`src/rtl/riscv_pkg.sv`:
```
// Shared definitions for the boot loader: word geometry and the loader state encoding.
package riscv_pkg;
  localparam int XLEN       = 32;
  localparam int WORD_BYTES = 4;
  localparam int LANE_W     = $clog2(WORD_BYTES);

  typedef enum logic [2:0] {
    HDR0,
    HDR1,
    DATA,
    HOLD,
    RUN,
    ERR
  } boot_state_t;
endpackage

```
`src/rtl/byte_packer.sv`:
```
// Packs a little-endian byte stream into XLEN-bit words; word_valid pulses the cycle
// after the last byte of each word is accepted.
module byte_packer
  import riscv_pkg::*;
(
  input  logic            clk,
  input  logic            reset,
  input  logic            in_valid,
  input  logic [7:0]      in_byte,
  input  logic            clear,
  output logic [XLEN-1:0] word,
  output logic            word_valid,
  output logic            last_lane
);

  logic [LANE_W-1:0] idx_q, idx_d;
  logic [XLEN-1:0]   lanes_q, lanes_d;
  logic [XLEN-1:0]   word_q, word_d;
  logic              word_valid_q, word_valid_d;

  generate
    for (genvar gi = 0; gi < WORD_BYTES; gi++) begin : g_lane
      assign lanes_d[gi*8 +: 8] = (in_valid && idx_q == LANE_W'(gi)) ? in_byte
                                                                      : lanes_q[gi*8 +: 8];
    end
  endgenerate

  assign last_lane = (idx_q == LANE_W'(WORD_BYTES - 1));

  always_comb begin
    idx_d        = idx_q;
    word_d       = word_q;
    word_valid_d = 1'b0;
    if (clear) begin
      idx_d = '0;
    end else if (in_valid) begin
      idx_d = idx_q + LANE_W'(1);
      if (last_lane) begin
        word_d       = lanes_d;
        word_valid_d = 1'b1;
      end
    end
  end

  always_ff @(posedge clk) begin
    if (reset) begin
      idx_q        <= '0;
      lanes_q      <= '0;
      word_q       <= '0;
      word_valid_q <= 1'b0;
    end else begin
      idx_q        <= idx_d;
      lanes_q      <= lanes_d;
      word_q       <= word_d;
      word_valid_q <= word_valid_d;
    end
  end

  assign word       = word_q;
  assign word_valid = word_valid_q;

endmodule

```
`src/rtl/imem_boot_loader.sv`:
```
// Loads a length-prefixed byte stream into instruction memory and holds the core in
// reset until the program is in place plus HOLD_CYCLES of settling.
module imem_boot_loader
  import riscv_pkg::*;
#(
  parameter int ADDR_W      = 8,
  parameter int NUM_WORDS   = 256,
  parameter int HOLD_CYCLES = 4
) (
  input  logic              clk,
  input  logic              reset,
  input  logic              s_valid,
  input  logic [7:0]        s_data,
  output logic              s_ready,
  output logic              imem_we,
  output logic [ADDR_W-1:0] imem_addr,
  output logic [XLEN-1:0]   imem_wdata,
  output logic              cpu_reset,
  output logic              done,
  output logic              err
);

  boot_state_t     state_q, state_d;
  logic [7:0]      n_lo_q, n_lo_d;
  logic [15:0]     n_q, n_d;
  logic [ADDR_W:0] widx_q, widx_d;
  logic [7:0]      hold_q, hold_d;
  logic            cpu_reset_q, cpu_reset_d;
  logic            done_q, done_d;
  logic            err_q, err_d;

  logic        xfer;
  logic [15:0] hdr_n;
  logic        pack_valid;
  logic        pack_clear;
  logic        last_lane;
  logic        word_last;

  assign s_ready    = !reset && (state_q inside {HDR0, HDR1, DATA});
  assign xfer       = s_valid && s_ready;
  assign hdr_n      = {s_data, n_lo_q};
  assign pack_valid = xfer && (state_q == DATA);
  assign pack_clear = (state_q != DATA);
  // widx_q counts completed writes, so it equals the index of the word being assembled.
  assign word_last  = (16'(widx_q) == n_q - 16'd1);

  byte_packer u_packer (
    .clk        (clk),
    .reset      (reset),
    .in_valid   (pack_valid),
    .in_byte    (s_data),
    .clear      (pack_clear),
    .word       (imem_wdata),
    .word_valid (imem_we),
    .last_lane  (last_lane)
  );

  always_comb begin
    state_d = state_q;
    n_lo_d  = n_lo_q;
    n_d     = n_q;
    hold_d  = hold_q;
    widx_d  = imem_we ? widx_q + (ADDR_W+1)'(1) : widx_q;
    case (state_q)
      HDR0: begin
        if (xfer) begin
          n_lo_d  = s_data;
          state_d = HDR1;
        end
      end
      HDR1: begin
        if (xfer) begin
          n_d = hdr_n;
          if (hdr_n == 16'd0)                 state_d = HOLD;
          else if (hdr_n > 16'(NUM_WORDS))    state_d = ERR;
          else                                state_d = DATA;
        end
      end
      DATA: begin
        if (pack_valid && last_lane && word_last) state_d = HOLD;
      end
      HOLD: begin
        // The final write lands in the first HOLD cycle, so counting from entry gives
        // exactly HOLD_CYCLES cycles between that write and release.
        hold_d = hold_q + 8'd1;
        if (hold_q == 8'(HOLD_CYCLES - 1)) state_d = RUN;
      end
      RUN, ERR: ;
      default: state_d = HDR0;
    endcase
    cpu_reset_d = (state_d != RUN);
    done_d      = (state_d == RUN);
    err_d       = (state_d == ERR);
  end

  always_ff @(posedge clk) begin
    if (reset) begin
      state_q     <= HDR0;
      n_lo_q      <= '0;
      n_q         <= '0;
      widx_q      <= '0;
      hold_q      <= '0;
      cpu_reset_q <= 1'b1;
      done_q      <= 1'b0;
      err_q       <= 1'b0;
    end else begin
      state_q     <= state_d;
      n_lo_q      <= n_lo_d;
      n_q         <= n_d;
      widx_q      <= widx_d;
      hold_q      <= hold_d;
      cpu_reset_q <= cpu_reset_d;
      done_q      <= done_d;
      err_q       <= err_d;
    end
  end

  assign imem_addr = widx_q[ADDR_W-1:0];
  assign cpu_reset = cpu_reset_q;
  assign done      = done_q;
  assign err       = err_q;

endmodule

```
`config.mk`:
```
export PLATFORM = sky130hd
export DESIGN_NAME = imem_boot_loader
export DESIGN_NICKNAME = d
export VERILOG_FILES = /design/src/rtl/riscv_pkg.sv /design/src/rtl/byte_packer.sv /design/src/rtl/imem_boot_loader.sv
export SDC_FILE = /design/constraint.sdc
export NUM_CORES = 1
export LEC_CHECK = 0
export CAP_MARGIN = 20
export CORE_MARGIN = 2
export CORE_UTILIZATION = 30
export CTS_BUF_LIST = sky130_fd_sc_hd__clkbuf_16
export CTS_CLUSTER_SIZE = 20
export DETAILED_ROUTE_END_ITERATION = 8
export GPL_TIMING_DRIVEN = 1
export PLACE_DENSITY_LB_ADDON = 0.1
export SLEW_MARGIN = 20
export SYNTH_ARGS = -nofsm -noshare
export SYNTH_HDL_FRONTEND = slang
export SYNTH_SLANG_ARGS = --single-unit
```
`constraint.sdc`:
```
create_clock -name clk -period 5.9 [get_ports clk]
set_input_delay 1.77 -clock clk [delete_from_list [all_inputs] [get_ports clk]]
set_output_delay 1.77 -clock clk [all_outputs]
set_load 0.01 [all_outputs]
```
==> impl_metrics.env, run 1 <==
export IMPL_period_minus_slack_ns=4.752
export IMPL_cts_resized=0
export IMPL_final_setup_viol_count=0
export IMPL_post_cts_buffers=0
export IMPL_num_rows=44
export IMPL_yosysSeqAreaShare_pct=47.35
export IMPL_cellPowerDensity_mw_per_mm2=259.4
export IMPL_fin_area_mm2=0.005355
export IMPL_drive_above_1_share_pct=5.410
export IMPL_port_buffers=55
export IMPL_p_seq_share_pct=52.4
export IMPL_tightest_slew_ns=1.031
export IMPL_worstPathCellList="buf_2 > a211oi_1 > clkdlybuf4s50_1"
export IMPL_drtAntennaViolNets=0
export IMPL_status="finished, final reports clean"
export IMPL_cts_buffers=9
export IMPL_grt_start_max_net_pins=70
export IMPL_rsz0062_at_grt="no"
export IMPL_post_route_util_pct=36.71
export IMPL_cts_tree="built"
export IMPL_internal_power_w=0.001072
export IMPL_via_per_inst=4.869
export IMPL_path_buf_inv=2
export IMPL_required_ns=4.13
export IMPL_yosys_warnings=0
export IMPL_place_hpwl_um=7273
export IMPL_syn_to_final_growth_pct=19.49
export IMPL_fmax_ghz=0.2105
export IMPL_io_pins=56
export IMPL_startpoint_type="input pin"
export IMPL_wl_per_cell_um=15.09
export IMPL_cts_max_level=3
export IMPL_insertion_delay_ns=0.35
export IMPL_min_path_type="reg2reg"
export IMPL_track_usage_pct=13.99
export IMPL_syn_area_per_cell_um2=8.875
export IMPL_synth_top_area_share_pct=47.35
export IMPL_cpPeakStageDelay_ns=0.58
export IMPL_ys_top_cells_by_area="dfxtp_1, mux2i_1, nor2_1, nand2_1, a211oi_1"
export IMPL_diodes=0
export IMPL_endpoint_kind="output pin"
export IMPL_nets=549
export IMPL_synth_flop_cell="dfxtp_1"
export IMPL_p_sw_w=0.0003169
export IMPL_clock_skew_ns=0.004853
export IMPL_p_leak_nw=2.021
export IMPL_drt_first_pass_iters=4
export IMPL_synth_top_cell_by_area="dfxtp_1"
export IMPL_path_clk_slew_ns=0.07
export IMPL_die_area_mm2=0.01593
export IMPL_timing_hold_ws_ns=0.4603
export IMPL_dpl_instance_area_mm2=0.005062
export IMPL_grt_pass1_vias=3410
export IMPL_finalSetupTns_ns=0
export IMPL_final_common_cell="dfxtp_1"
export IMPL_clk_path_buf_depth=2
export IMPL_gr_total_overflow=0
export IMPL_gp_congestion=0.8389
export IMPL_netlist_area_mm2=0.004482
export IMPL_antenna_found_initial=0
export IMPL_final_hold_violation_count=0
export IMPL_post_route_period_util_pct=80.53
export IMPL_r2r_start="n_q[2]"
export IMPL_dieHeight_um=126.2
export IMPL_slew_viol_final=0
export IMPL_most_common_layout_cells="dfxtp_1, nor2_1, nand2_1"
export IMPL_root_buffer="clkbuf_16"
export IMPL_holdCritStartpoint="u_packer.word[31]"
export IMPL_synth_fp_nets=523
export IMPL_initial_core_util_pct=30.72
export IMPL_synth_edf_count=0
export IMPL_num_vias=3506
export IMPL_fin_total_pwr_w=0.001389
export IMPL_drt_total_wl_um=10860
export IMPL_path_max_fanout=34
export IMPL_critPathArrivalTime_ns=2.98
export IMPL_critPathTopFamily="buffers and inverters"
export IMPL_cts_hold_buf=0
export IMPL_pwr_share_clk_pct=43.1
export IMPL_syn_inst=505
export IMPL_startpoint="reset"
export IMPL_async_flop_share_pct=0
export IMPL_drv_cap=0
export IMPL_dieWidth_um=126.2
export IMPL_p_sw_share_pct=22.82
export IMPL_core_area_mm2=0.01459
export IMPL_cts_sinks=106
export IMPL_timing_worst_setup_path_type="in2out"
export IMPL_drc=0
export IMPL_slew_headroom_pct=31.10
export IMPL_synth_cell_types=53
export IMPL_peakVddDrop_uv=139.9
export IMPL_drtIter0Drc=139
export IMPL_ys_ff_latch=106
export IMPL_cpMaxStageDelayCell="clkdlybuf4s50_1"
export IMPL_power_frac_comb_pct=4.5
export IMPL_grt_pass1_wl_um=17790
-- state kept, by name (all words and copies together), names as in the netlist --
register / count
cpu_reset: 1
done: 1
err: 1
hold_q: 8
n_lo_q: 8
n_q: 16
state_q: 3
u_packer.idx_q: 2
u_packer.lanes_q: 24
u_packer.word: 32
u_packer.word_valid: 1
widx_q: 9
-- per-layer routing --
| layer | track usage [%] | vias up | share of wire, % |
|---|---|---|---|
| met5 | 0 | - | 0 |
| met4 | 4.396 | 0 | 1.5 |
| met3 | 3.781 | 11 | 3.5 |
| met2 | 22.33 | 61 | 45 |
| met1 | 18.46 | 1659 | 50 |
| li1 | - | 1775 | - |
-- tightest hold or removal path, cell delays in order, from the launching register on --
cell and delay, ns:
dfxtp_1 0.31, nand2_1 0.05, a21oi_1 0.05
-- kinds of logic (layout without fill, tap and decap cells) --
family	Yosys count	in the layout	share of synthesized area, %
xor+xnor	27	27	5.276
buf+inv	49	80	5.276
compound gates	81	81	12.06
flops	106	106	47.35
fa+ha+maj	7	7	1.954
mux	35	35	7.817
simple gates	200	200	20.27
-- final cells by class --
class	instances	area [um^2]
clock buffer	9	225.2
clock inverter	7	67.56
multi-input combinational	350	2123
timing repair buffer	57	560.5
inverter	7	26.28
sequential	106	2122
fill	1482	9234
tap	184	230.2
-- cells in the mapped netlist (2+ instances only) --
cell type	instances
a211oi_1	27
a21boi_0	2
a21oi_1	29
a31oi_1	3
and2_1	3
and3_1	3
buf_2	12
buf_4	8
clkbuf_1	20
dfxtp_1	106
ha_1	7
inv_1	7
mux2i_1	35
nand2_1	67
nand3_1	3
nand4_1	6
nor2_1	82
nor2b_1	2
nor3_1	4
nor4_1	10
nor4b_1	2
o21ai_0	5
o31ai_1	2
or2_2	2
or3_1	4
or4_4	2
xnor2_1	10
xor2_1	17
-- path summary, 6_finish.rpt --
path                  endpoint  slack (ns)  depth (start not counted)
max                    s_ready        1.15                          3
min          u_packer.word[31]        0.46                          2
max reg2reg         state_q[0]        3.50                          6
min reg2reg  u_packer.word[31]        0.46                          2
-- power groups by stage --
| stage | clock network, W | logic (W) | registers, W |
|---|---|---|---|
| 5_1_grt | 0.000651 | 0.0000685 | 0.000728 |
| 4_1_cts | 0.000626 | 0.0000630 | 0.000728 |
| 2_1_floorplan | 0 | 0.0000389 | 0.000741 |
| 3_5_place_dp | 0 | 0.0000627 | 0.000744 |
| 3_3_place_gp | 0 | 0.0000624 | 0.000744 |
| 6_report | 0.000599 | 0.0000620 | 0.000728 |
-- per-stage QoR --
stage          cells  worst slack (ns)
2_1_floorplan    505             1.628
3_3_place_gp     704             1.169
3_5_place_dp     704             1.146
4_1_cts          720             1.147
5_1_grt          720             1.029
6_report         720             1.148
No activity file was read; power rests on OpenSTA's default activity.
==> inputs of run 2 (changes only) <==
Clock period 5.9 ns to 4.7 ns, I/O delays scaled along.
==> impl_metrics.env, run 2 (synthesized netlist as in run 1, its figures left out) <==
export IMPL_grt_pass1_wl_um=18060
export IMPL_track_usage_pct=14.27
export IMPL_p_sw_share_pct=23.42
export IMPL_place_hpwl_um=7200
export IMPL_final_hold_violation_count=0
export IMPL_drtAntennaViolNets=0
export IMPL_internal_power_w=0.001291
export IMPL_wl_per_cell_um=15.02
export IMPL_path_max_fanout=24
export IMPL_n_fill_cell=1466
export IMPL_post_cts_buffers=0
export IMPL_root_buffer="clkbuf_16"
export IMPL_syn_to_final_growth_pct=19.99
export IMPL_cts_sinks=106
export IMPL_post_route_period_util_pct=83.50
export IMPL_startpoint_type="input pin"
export IMPL_worstPathCellList="buf_2 > a211oi_1 > clkdlybuf4s50_1"
export IMPL_critPathArrivalTime_ns=2.51
export IMPL_r2r_slack_ns=2.30
export IMPL_drv_cap=0
export IMPL_finalSetupTns_ns=0
export IMPL_slew_viol_final=0
export IMPL_cpMaxStageDelayCell="clkdlybuf4s50_1"
export IMPL_period_minus_slack_ns=3.924
export IMPL_path_clk_slew_ns=0.07
export IMPL_fin_total_pwr_w=0.001686
export IMPL_pwr_share_clk_pct=40.9
export IMPL_dieWidth_um=126.2
export IMPL_clock_skew_ns=0.004182
export IMPL_largest_reg_flops=32
export IMPL_cts_max_level=3
export IMPL_cts_hold_buf=0
export IMPL_cts_tree="built"
export IMPL_insertion_delay_ns=0.35
export IMPL_antenna_found_initial=0
export IMPL_gp_congestion=0.8326
export IMPL_drc=0
export IMPL_final_setup_viol_count=0
export IMPL_drive_above_1_share_pct=6.262
export IMPL_drtIter0Drc=202
export IMPL_core_area_mm2=0.01459
export IMPL_required_ns=3.29
export IMPL_clk_path_buf_depth=2
export IMPL_peakVddDrop_uv=232.8
export IMPL_drt_total_wl_um=10920
export IMPL_endpoint_kind="output pin"
export IMPL_startpoint="reset"
export IMPL_fmax_ghz=0.2548
export IMPL_diodes=0
export IMPL_cpPeakStageDelay_ns=0.58
export IMPL_via_per_inst=4.802
export IMPL_port_buffers=55
export IMPL_most_common_layout_cells="dfxtp_1, nor2_1, nand2_1"
export IMPL_final_common_cell="dfxtp_1"
export IMPL_timing_worst_setup_path_type="in2out"
export IMPL_gr_total_overflow=0
export IMPL_timing_hold_ws_ns=0.4566
export IMPL_slew_headroom_pct=44.54
export IMPL_num_vias=3491
export IMPL_dieHeight_um=126.2
export IMPL_cellPowerDensity_mw_per_mm2=313.6
export IMPL_grt_pass1_vias=3425
export IMPL_die_area_mm2=0.01593
export IMPL_power_frac_comb_pct=4.9
export IMPL_p_seq_share_pct=54.2
export IMPL_post_route_util_pct=36.86
export IMPL_holdCritStartpoint="u_packer.word[27]"
export IMPL_rsz0062_at_grt="no"
export IMPL_grt_start_max_net_pins=80
export IMPL_nets=556
export IMPL_num_rows=44
export IMPL_p_leak_nw=2.044
export IMPL_initial_core_util_pct=30.72
export IMPL_io_pins=56
export IMPL_path_buf_inv=2
export IMPL_drt_first_pass_iters=5
export IMPL_status="finished, final reports clean"
export IMPL_tightest_slew_ns=0.8243
export IMPL_min_path_type="reg2reg"
export IMPL_p_sw_w=0.0003949
export IMPL_cts_resized=0
export IMPL_cts_buffers=9
export IMPL_critPathTopFamily="buffers and inverters"
export IMPL_r2r_start="n_q[2]"
-- run 2: metal layers --
layer  share of wire, %  vias up  wire length (um)  GRT usage [%]
met3                3.2        8               348          4.206
met5                  0        -                 0              0
li1                   -     1789                 -              -
met1                 50     1648              5509          19.38
met2                 45       46              4941          22.14
met4                1.1        0               116          3.878
-- run 2: final timing paths --
check | to | depth (start not counted)
min reg2reg | u_packer.word[27] | 2
max reg2reg | state_q[0] | 6
max | s_ready | 3
min | u_packer.word[27] | 2
-- run 2: metrics by stage --
stage | instances | worst slack (ns) | area [um^2]
after floorplan | 505 | 1.148 | 4482
after global placement | 711 | 0.7747 | 5115
after detailed placement | 711 | 0.7430 | 5115
after CTS | 727 | 0.7504 | 5378
after global routing | 727 | 0.7028 | 5378
final | 727 | 0.7757 | 5378
-- run 2: area by class of cell --
class	count	area (um^2)	area share (%)
Inverter	7	26.28	0.4886
Sequential cell	106	2122	39.46
Multi-Input combinational cell	350	2123	39.48
Clock buffer	9	225.2	4.188
Timing Repair Buffer	64	613.1	11.40
Tap cell	184	230.2	4.281
Clock inverter	7	37.54	0.6980
-- run 2: power by group through the flow --
stage               registers (W)  logic (W)  clock network, W
detailed placement       0.000935  0.0000832                 0
CTS                      0.000914  0.0000837          0.000716
floorplan                0.000930  0.0000489                 0
finish                   0.000914  0.0000819          0.000690
global route             0.000915  0.0000901          0.000745
global placement         0.000935  0.0000829                 0
-- run 2: tightest hold or removal path, delay by kind of cell (launching register included) --
family,cells,cell delay [ns]
and+or+nand+nor,1,0.05
AOI/OAI and AO/OA,1,0.05
DFF,1,0.31
==> inputs of run 3 (changes only) <==
Clock period 4.7 ns to 3.16 ns, I/O delays scaled along.
==> impl_metrics.env, run 3 (synthesized netlist as in run 1, its figures left out) <==
export IMPL_dieHeight_um=126.2
export IMPL_cts_tree="built"
export IMPL_root_buffer="clkbuf_16"
export IMPL_required_ns=2.21
export IMPL_p_leak_nw=2.089
export IMPL_cpPeakStageDelay_ns=0.59
export IMPL_cellPowerDensity_mw_per_mm2=483.4
export IMPL_drv_cap=0
export IMPL_grt_busiest_layer="met2"
export IMPL_p_sw_share_pct=23.62
export IMPL_post_cts_buffers=0
export IMPL_drt_first_pass_iters=4
export IMPL_worstPathCellList="buf_2 > a211oi_1 > clkdlybuf4s50_1"
export IMPL_fmax_ghz=0.3475
export IMPL_finalSetupTns_ns=0
export IMPL_port_buffers=55
export IMPL_most_common_layout_cells="dfxtp_1, nor2_1, nand2_1"
export IMPL_startpoint="reset"
export IMPL_p_seq_share_pct=51.3
export IMPL_drc=0
export IMPL_place_hpwl_um=7598
export IMPL_final_setup_viol_count=0
export IMPL_final_common_cell="dfxtp_1"
export IMPL_critPathTopFamily="buffers and inverters"
export IMPL_dieWidth_um=126.2
export IMPL_rsz0062_at_grt="no"
export IMPL_io_pins=56
export IMPL_cts_resized=0
export IMPL_critPathArrivalTime_ns=1.93
export IMPL_p_sw_w=0.0006249
export IMPL_fin_total_pwr_w=0.002646
export IMPL_core_area_mm2=0.01459
export IMPL_r2r_start="hold_q[0]"
export IMPL_startpoint_type="input pin"
export IMPL_final_hold_violation_count=0
export IMPL_r2r_cells=6
export IMPL_via_per_inst=4.814
export IMPL_n_fill_cell=1510
export IMPL_drt_total_wl_um=11210
export IMPL_grt_start_max_net_pins=100
export IMPL_hold_end="u_packer.word[31]"
export IMPL_cts_hold_buf=0
export IMPL_nets=562
export IMPL_path_clk_slew_ns=0.07
export IMPL_setup_slack_ns=0.2825
export IMPL_die_area_mm2=0.01593
export IMPL_grtUsageMet1_pct=19.47
export IMPL_fin_area_mm2=0.005473
export IMPL_insertion_delay_ns=0.36
export IMPL_period_minus_slack_ns=2.877
export IMPL_drtAntennaViolNets=0
export IMPL_peakVddDrop_uv=280.0
export IMPL_post_place_ws_ns=0.2105
export IMPL_largest_reg_flops=32
export IMPL_holdCritStartpoint="u_packer.word[31]"
export IMPL_cts_sinks=106
export IMPL_pwr_share_clk_pct=43.8
export IMPL_antenna_found_initial=0
export IMPL_grt_pass1_vias=3431
export IMPL_cts_buffers=9
export IMPL_gr_total_overflow=0
export IMPL_track_usage_pct=14.55
export IMPL_clk_path_buf_depth=2
export IMPL_gp_congestion=0.8682
export IMPL_grt_pass1_wl_um=18240
export IMPL_initial_core_util_pct=30.72
export IMPL_slew_headroom_pct=30.94
export IMPL_status="finished, final reports clean"
export IMPL_whs_path_depth=2
export IMPL_drive_above_1_share_pct=7.832
export IMPL_path_max_fanout=4
export IMPL_r2r_end="err"
export IMPL_diodes=0
export IMPL_slew_viol_final=0
export IMPL_wl_per_cell_um=15.29
export IMPL_r2r_slack_ns=0.79
export IMPL_num_vias=3529
export IMPL_post_route_period_util_pct=91.06
export IMPL_dpl_instance_area_mm2=0.005172
export IMPL_path_buf_inv=2
export IMPL_cts_max_level=3
export IMPL_power_frac_comb_pct=4.9
export IMPL_use_met3_pct=4.078
export IMPL_cpMaxStageDelayCell="clkdlybuf4s50_1"
export IMPL_drtIter0Drc=217
export IMPL_use_met2_pct=23.02
export IMPL_num_rows=44
export IMPL_tightest_slew_ns=1.036
export IMPL_syn_to_final_growth_pct=22.11
export IMPL_endpoint_kind="output pin"
export IMPL_clock_skew_ns=0.005433
export IMPL_timing_worst_setup_path_type="in2out"
export IMPL_internal_power_w=0.002021
export IMPL_min_path_type="reg2reg"
-- run 3: cell types whose count changed in the layout (fill, tap and decap cells not counted), sizes merged --
cell	change
buf	+6
clkinv	-1
bufinv	+1
-- run 3: cell type report --
| class | instances | area [um^2] | area share [%] |
|---|---|---|---|
| multi-input cells | 350 | 2123 | 38.80 |
| flip-flops and latches | 106 | 2122 | 38.77 |
| repair buffers | 70 | 670.6 | 12.25 |
| well taps | 184 | 230.2 | 4.207 |
| clock buffers | 9 | 225.2 | 4.115 |
| clock inverters | 7 | 75.07 | 1.372 |
| inverters | 7 | 26.28 | 0.4801 |
-- run 3: worst max-delay path by stage --
stage          depth (start not counted)  endpoint  slack (ns)
2_1_floorplan                          3   s_ready        0.53
6_report                               3   s_ready        0.28
3_5_place_dp                           7      done        0.21
4_1_cts                                3   s_ready        0.26
5_1_grt                                3   s_ready        0.22
3_3_place_gp                           7      done        0.26
-- run 3: through the flow --
step	util (%)	std cells	hold WS, ns
final	37.51	733	0.4634
after global routing	37.51	733	0.4907
after CTS	37.51	733	0.4638
after detailed placement	35.45	717	0.4501
after global placement	35.45	717	0.4510
after floorplan	-	505	0.4438
-- run 3: worst min-delay path, cell delays in order, from the launching register on --
cell and delay [ns]:
dfxtp_1 0.31, nand2_1 0.05, a21oi_1 0.05
-- run 3: metal layers --
layer | vias up | part of all wire, %
li1 | 1799 | -
met1 | 1682 | 51
met2 | 40 | 46
met3 | 8 | 2.8
met4 | 0 | 1.0
met5 | - | 0
-- run 3: power by group through the flow --
stage	clock (W)	sequential [W]	combinational, W
after floorplan	0	0.00138	0.0000727
after global placement	0	0.00139	0.000130
after detailed placement	0	0.00139	0.000130
after CTS	0.00120	0.00136	0.000131
after global routing	0.00125	0.00136	0.000141
final	0.00116	0.00136	0.000129
